===== src/rtl/conv_pkg.sv =====
`default_nettype none
// +----------------------------------------------------------------------+
// | Module   : conv_pkg                                                  |
// | Purpose  : Shared constants and packing helper for the 5x5 / 3x3      |
// |            convolution engine (top_conv, conv_pe).                   |
// | Contents : DATA_W, IMG, K, OUT_SIDE, ACC_W, PROD_W and the packed     |
// |            bus widths; pack_ofs() gives the bit offset of element    |
// |            (r,c) in a row-major packed square of side 'side'.        |
// | Revision : 1.0 - initial release                                     |
// +----------------------------------------------------------------------+
package conv_pkg;

  localparam int DATA_W   = 2;
  localparam int IMG      = 5;
  localparam int K        = 3;
  localparam int OUT_SIDE = IMG - K + 1;
  // Worst case 9 * 3 * 3 = 81 fits in 7 bits, so the sum never wraps.
  localparam int ACC_W    = 7;
  localparam int PROD_W   = 2 * DATA_W;

  localparam int WIN_W    = K * K * DATA_W;
  localparam int IN_W     = IMG * IMG * DATA_W;
  localparam int OUT_W    = OUT_SIDE * OUT_SIDE * DATA_W;

  // Bit offset of element (r,c) in a row-major packed square of side 'side'.
  function automatic int pack_ofs(input int side, input int r, input int c);
    return DATA_W * (side * r + c);
  endfunction

endpackage : conv_pkg
`default_nettype wire


===== src/rtl/conv_pe.sv =====
`default_nettype none
// +----------------------------------------------------------------------+
// | Module   : conv_pe                                                   |
// | Purpose  : Combinational 3x3 dot product of unsigned pixels and      |
// |            weights.                                                  |
// | Ports    : pix [WIN_W-1:0]  in  - 9 packed pixels, row-major         |
// |            wgt [WIN_W-1:0]  in  - 9 packed weights, row-major        |
// |            sum [ACC_W-1:0]  out - full-precision sum of products     |
// | Revision : 1.0 - initial release                                     |
// +----------------------------------------------------------------------+
module conv_pe
  import conv_pkg::*;
(
  input  logic [WIN_W-1:0] pix,
  input  logic [WIN_W-1:0] wgt,
  output logic [ACC_W-1:0] sum
);

  logic [PROD_W-1:0] w_prod;
  logic [ACC_W-1:0]  w_acc;

  always_comb begin
    w_acc  = '0;
    w_prod = '0;
    for (int k = 0; k < K * K; k++) begin
      // Zero-extend both operands so the product is computed at full width.
      w_prod = {{(PROD_W - DATA_W){1'b0}}, pix[k*DATA_W +: DATA_W]} *
               {{(PROD_W - DATA_W){1'b0}}, wgt[k*DATA_W +: DATA_W]};
      w_acc  = w_acc + {{(ACC_W - PROD_W){1'b0}}, w_prod};
    end
  end

  assign sum = w_acc;

endmodule : conv_pe
`default_nettype wire


===== src/rtl/top_conv.sv =====
`default_nettype none
// +----------------------------------------------------------------------+
// | Module   : top_conv                                                  |
// | Purpose  : Fully parallel 2-D convolution (valid mode, stride 1) of  |
// |            a 5x5 image of 2-bit pixels with a 3x3 kernel of 2-bit    |
// |            weights; 3x3 map of 2-bit results, one clock of latency.  |
// | Ports    : clk            in  - rising-edge clock                    |
// |            rst_n          in  - asynchronous active-low reset        |
// |            in     [49:0]  in  - packed image, row-major              |
// |            filter [17:0]  in  - packed kernel, row-major             |
// |            out    [17:0]  out - packed registered result, row-major  |
// | Config   : CONV_SAT_EN defined   -> sums clamp to 3                  |
// |            CONV_SAT_EN undefined -> sums truncate to low 2 bits      |
// | Revision : 1.0 - initial release                                     |
// +----------------------------------------------------------------------+
module top_conv
  import conv_pkg::*;
(
  input  logic             clk,
  input  logic             rst_n,
  input  logic [IN_W-1:0]  in,
  input  logic [WIN_W-1:0] filter,
  output logic [OUT_W-1:0] out
);

  logic [OUT_W-1:0] w_next;
  logic [OUT_W-1:0] r_out;

  generate
    for (genvar r = 0; r < OUT_SIDE; r++) begin : g_row
      for (genvar c = 0; c < OUT_SIDE; c++) begin : g_col
        logic [WIN_W-1:0] w_win;
        logic [ACC_W-1:0] w_sum;

        // Gather the 3x3 window anchored at (r,c); correlation form, so the
        // kernel is applied without flipping.
        for (genvar i = 0; i < K; i++) begin : g_ki
          for (genvar j = 0; j < K; j++) begin : g_kj
            assign w_win[pack_ofs(K, i, j) +: DATA_W] =
                   in[pack_ofs(IMG, r + i, c + j) +: DATA_W];
          end
        end

        conv_pe u_pe (
          .pix (w_win),
          .wgt (filter),
          .sum (w_sum)
        );

`ifdef CONV_SAT_EN
        // Any bit above the output width means the sum exceeds the maximum.
        assign w_next[pack_ofs(OUT_SIDE, r, c) +: DATA_W] =
               (|w_sum[ACC_W-1:DATA_W]) ? {DATA_W{1'b1}} : w_sum[DATA_W-1:0];
`else
        logic w_unused_hi;
        assign w_unused_hi = ^w_sum[ACC_W-1:DATA_W];
        assign w_next[pack_ofs(OUT_SIDE, r, c) +: DATA_W] = w_sum[DATA_W-1:0];
`endif
      end
    end
  endgenerate

  always_ff @(posedge clk or negedge rst_n) begin
    if (!rst_n) begin
      r_out <= '0;
    end else begin
      r_out <= w_next;
    end
  end

  assign out = r_out;

endmodule : top_conv
`default_nettype wire


===== config.mk =====
export PLATFORM = sky130hd
export DESIGN_NAME = top_conv
export DESIGN_NICKNAME = d
export VERILOG_FILES = /design/src/rtl/conv_pkg.sv /design/src/rtl/conv_pe.sv /design/src/rtl/top_conv.sv
export SDC_FILE = /design/constraint.sdc
export NUM_CORES = 1
export LEC_CHECK = 0
export ABC_AREA = 1
export ABC_CLOCK_PERIOD_IN_PS = 800
export BUFFER_PORTS_ARGS = -buffer_cell sky130_fd_sc_hd__clkbuf_2
export CAP_MARGIN = 20
export CORE_ASPECT_RATIO = 1.2
export CORE_UTILIZATION = 60
export CTS_CLUSTER_SIZE = 20
export DETAILED_ROUTE_END_ITERATION = 10
export PLACE_DENSITY = 0.82
export SLEW_MARGIN = 0
export SYNTH_ARGS = -nofsm -noshare
export SYNTH_HDL_FRONTEND = slang
export SYNTH_SLANG_ARGS = --single-unit

===== constraint.sdc =====
create_clock -name clk -period 0.8 [get_ports clk]
set_input_delay 0.04 -clock clk [delete_from_list [all_inputs] [get_ports clk]]
set_output_delay 0.04 -clock clk [all_outputs]
set_load 0.005 [all_outputs]

# Word level (Yosys, flattened, before mapping)
# Index checks and enable logic that the tools add are counted.
[word_totals]
regBits = 18
output_inout_bits = 18
inputBits = 70
word_cells = 154
[classes]
mul = 81
n_addsub = 72
[op_table]
columns = ["operator", "count"]
rows = [
  ["$mul 2x2->2", 81],
  ["$add 2x2->2", 72],
]

# Depth between registers and ports, before layout
[depth]
ltp_word = 9
mapped_depth = 29
ltp_nobuf = 27

# Cells and area by module
# A second synthesis with hierarchy kept.
[unflattened]
hier_cells = 1448
area_unflattened_um2 = 11617.4
[by_module_without_submodules]
columns = ["mod", "cells_each", "seq_area_each_um2", "instances", "area_each_um2"]
rows = [
  ["conv_pe (g_row[0].g_col[0].u_pe ...)", 159, 0.0, 5, 1241.2],
  ["conv_pe (g_row[2].g_col[1].u_pe ...)", 156, 0.0, 2, 1229.9],
  ["conv_pe (g_row[1].g_col[2].u_pe)", 163, 0.0, 1, 1256.2],
  ["conv_pe (g_row[2].g_col[0].u_pe)", 160, 0.0, 1, 1244.9],
  ["top_conv", 18, 450.4, 1, 450.4],
]

# Least setup slack after synthesis
# OpenSTA, ideal clock, no wires.
[synth_path]
path_kind = "input to register"
from = "input port filter[6]"
to = "register r_out[1] (netlist: out[1])"
required_ns = 0.683
setup_slack_ns = -2.313
n_path_buf = 2
arrival_ns = 2.996
setup_time_ns = 0.117
cell_stages = 24
cell_sequence = "buf_4 -> buf_2 -> nand2_1 -> inv_1 -> ha_1 -> inv_1 -> fa_1 -> fa_1 -> xor2_1 -> nand2_1 -> nand2_1 -> inv_1 -> ha_1 -> inv_1 -> xor2_1 -> inv_1 -> nand2_1 -> nand3_1 -> nand2_1 -> inv_1 -> nand2_1 -> nand2_1 -> nor2_1 -> nor2_1"
[synth_via]
elab_chain_cells = 7
[synth_lines]
columns = ["element", "line", "rtl"]
rows = [
  ["start, declared", "top_conv.sv:22", "input logic [WIN_W-1:0] filter,"],
  ["$mul 2x2->2", "conv_pe.sv:27", "w_prod = {{(PROD_W - DATA_W){1'b0}}, pix[k*DATA_W +: DATA_W]} *"],
  ["$add 2x2->2 (6 in series)", "conv_pe.sv:29", "w_acc = w_acc + {{(ACC_W - PROD_W){1'b0}}, w_prod};"],
  ["via g_row[0].g_col[0].u_pe.sum[1]", "conv_pe.sv:16", "output logic [ACC_W-1:0] sum"],
  ["end signal, assigned", "top_conv.sv:67", "r_out <= w_next;"],
  ["end, declared", "top_conv.sv:27", "logic [OUT_W-1:0] r_out;"],
]
# The timed path passes the listed nets, and every way through them passes these cells.

# Worst setup path after layout
[layout_path]
from = "input port in[20]"
to = "register r_out[7] (netlist: out[7])"
[layout_via]
elab_chain_cells = 7
[layout_lines]
columns = ["element", "line", "rtl"]
rows = [
  ["start, declared", "top_conv.sv:21", "input logic [IN_W-1:0] in,"],
  ["$mul 2x2->2", "conv_pe.sv:27", ""],
  ["$add 2x2->2 (6 in series)", "conv_pe.sv:29", ""],
  ["via g_row[1].g_col[0].u_pe.sum[1]", "conv_pe.sv:16", ""],
]
# The timed path passes the listed nets, and every way through them passes these cells.

==> qor.txt <==
End point of the critical path: out[7]
# IOs: 88
Register area: 450.4 um2
DR pass1 iterations: 5
Post-route DRC violation count: 0
Initial Util: 62.08%
Final cell count without fillers: 1722
Cts bufs inserted: 3
Syn Inst Count: 1368
Synthesized flop and latch total: 18
Routed len/inst: 13.30 um
CTS H-tree lvls: 1
Period utilization: 353.2%
Static Leak: 6.185 nW
Max-cap violations: 0
Req. time, crit path: 0.97 ns
Initial antenna violation count: 1
Sequential cell area fraction in the yosys report: 6.243%
Cell taking the most area after synthesis: nand2_1
Clock Sinks: 18
Crit-path most repeated cell: nand2_2
CTS tree: done
Vias/cell: 5.153
Worst-case clock buffer depth: 2
Async S/R FF share, synth: 100.0%
Worst setup path startpoint: in[20]
Syn-to-layout area delta: 26.41%
Core box area: 0.01162 mm2
Row count: 43
DRT iter0 DRCs: 610
Yosys cell types: 23
First-pass GRT wire length: 36.27 mm
Drt total wl: 22.89 mm
Fill cells: 950
Area taken by multi-input logic gates: 0.005647 mm2
Slowest cell on the critical path: fa_1
Detailed placement HPWL: 18.06 mm
WP buf/inv: 8
Full die area: 0.01247 mm2
RSZ-0062 raised after global routing: yes
Most frequent cell after synthesis: nand2_1
Total gr overflow: 0
Status: complete, but fails checks
Worst-Margin Slew: 0.3433 ns
Share of cells above drive strength 1: 19.69%
Setup TNS: -30.36 ns
Gpl congestion: 0.9244
Endpoint type of the worst setup path: flip-flop
Total GRT Usage: 37.71%
CP Class: in2reg
Largest net degree at the start of global routing: 23
Number of flip-flops in the largest register: 18
Worst Hold Class: in2reg
# setup viols final: 19
Hold Violations, Final: 0
Worst-path clk slew: 0.07 ns
Most used DFF post-synth: dfrtp_1
Pwr dens: 1430 mW/mm2
Post-synth EDFFs: 0
Layout Nets: 1709
Setup ws final: -2.026 ns
Max VDD drop: 1.062 mV
Antenna Nets Post-Route: 0
Worst Path Max Fanout: 4
Failing checks: setup timing
Root Buffer: clkbuf_16
Share of the synthesized area in the top cell type: 35.43%
Post-Layout Inst Area: 0.009120 mm2
Post-Syn Area per Cell: 5.274 um2
Most instantiated cells after synthesis: nand2_1 (681), inv_1 (270), nand3_1 (125), ha_1 (47), xor2_1 (45)
Synth Net Count: 1512
Synthesized area: 0.007214 mm2
Relative slew slack: 77.11%
Vias in the first global route: 8168
Min Tclk post-route: 2.826 ns
Critical path startpoint category: primary input
Slew Viols, Final: 0
Largest cells by area after synthesis: nand2_1 (35%), inv_1 (14%), nand3_1 (8.7%)
Die Ht: 122.1 um
Setup WS pre-CTS: -2.268 ns
# port buffers: 87
Slowest stage delay, CP: 0.58 ns
Top Family by Delay on Critical Path: adder cells
Dpl cell area: 0.008767 mm2
Critical Path AT: 2.99 ns
Synth warnings: 0
Max Fclk: 353.9 MHz
Levels on crit path: 26
Vias: 8873
Total Power: 13.04 mW
Placed insts: 1707
Chip width: 102.1 um
==> final cells by class <==
class	instances	share of cell area, %
timing repair buffer	238	18.81
inverter	271	11.18
multi-input combinational	1033	61.92
sequential	18	4.939
clock buffer	4	0.9741
antenna	1	0.02744
tap	157	2.154
==> how the worst min path moves through the flow <==
stage | startpoint | endpoint | slack, ns | depth (start not counted)
after floorplan | rst_n | out[0] | -0.26 | 0
after global placement | rst_n | out[13] | -0.05 | 1
after detailed placement | rst_n | out[13] | -0.05 | 1
after CTS | in[2] | out[2] | 0.16 | 4
after global routing | in[2] | out[2] | 0.17 | 4
final | in[2] | out[2] | 0.17 | 4
==> timing repair <==
| action | 4_1_cts | 5_1_grt |
|---|---|---|
| hold buffers | 1 | 0 |
| gates cloned | 0 | 0 |
| gates resized for setup | 27 | 21 |
| endpoints found under the setup margin | 18 | 32 |
| buffers inserted | 8 | 1 |
| pin swaps | 15 | 24 |
| hold endpoints to repair | 18 | 0 |
==> cells by family (layout without fill, tap and decap cells) <==
logic type	Yosys count	after routing	synth area share [%]
simple gates	866	866	48.99
buf+inv	317	513	18.30
xor+xnor	83	83	10.08
fa+ha+maj	74	74	15.64
flops	18	18	6.243
compound gates	10	10	0.7457
other cells	0	1	0
==> per-layer routing <==
layer / routed length [um] / up-vias / track usage (%) / share of wire [%]
met5: 0 / - / 0 / 0
met4: 1331 / 0 / 24.91 / 5.8
met3: 1884 / 103 / 5.967 / 8.2
met2: 10780 / 380 / 64.85 / 47
met1: 8902 / 3955 / 42.58 / 39
li1: - / 4435 / - / -
==> metrics by stage <==
step | hold slack (ns) | utilization (%)
floorplan | -0.2556 | -
global placement | -0.04782 | 75.44
detailed placement | -0.05135 | 75.44
CTS | 0.1631 | 77.92
global route | 0.1710 | 78.46
finish | 0.1663 | 78.48
==> power breakdown <==
part	internal [mW]	switching, mW
clock network	0.770	0.551
logic	4.51	5.75
registers	1.35	0.111
==> tightest hold or removal path, cell delays in order <==
cell and delay [ns]:
clkbuf_2 0.10, buf_4 0.12, nand3_1 0.08, nand2_1 0.07
==> layout by cell type, fill, tap and decap left out, drive strengths merged <==
cell type    Yosys  layout
or2              9       9
nand4           11      11
buf             43     151
o21ai           10      10
dfrtp           18      18
nor2            18      18
nand2          684     684
nand3          125     125
nand2b           1       1
ha              47      47
diode            0       1
fa              27      27
nand3b          18      18
clkbuf           3      90
inv            271     271
xnor2           38      38
dlygate4sd3      0       1
xor2            45      45
(Power assumes the default switching activity.)
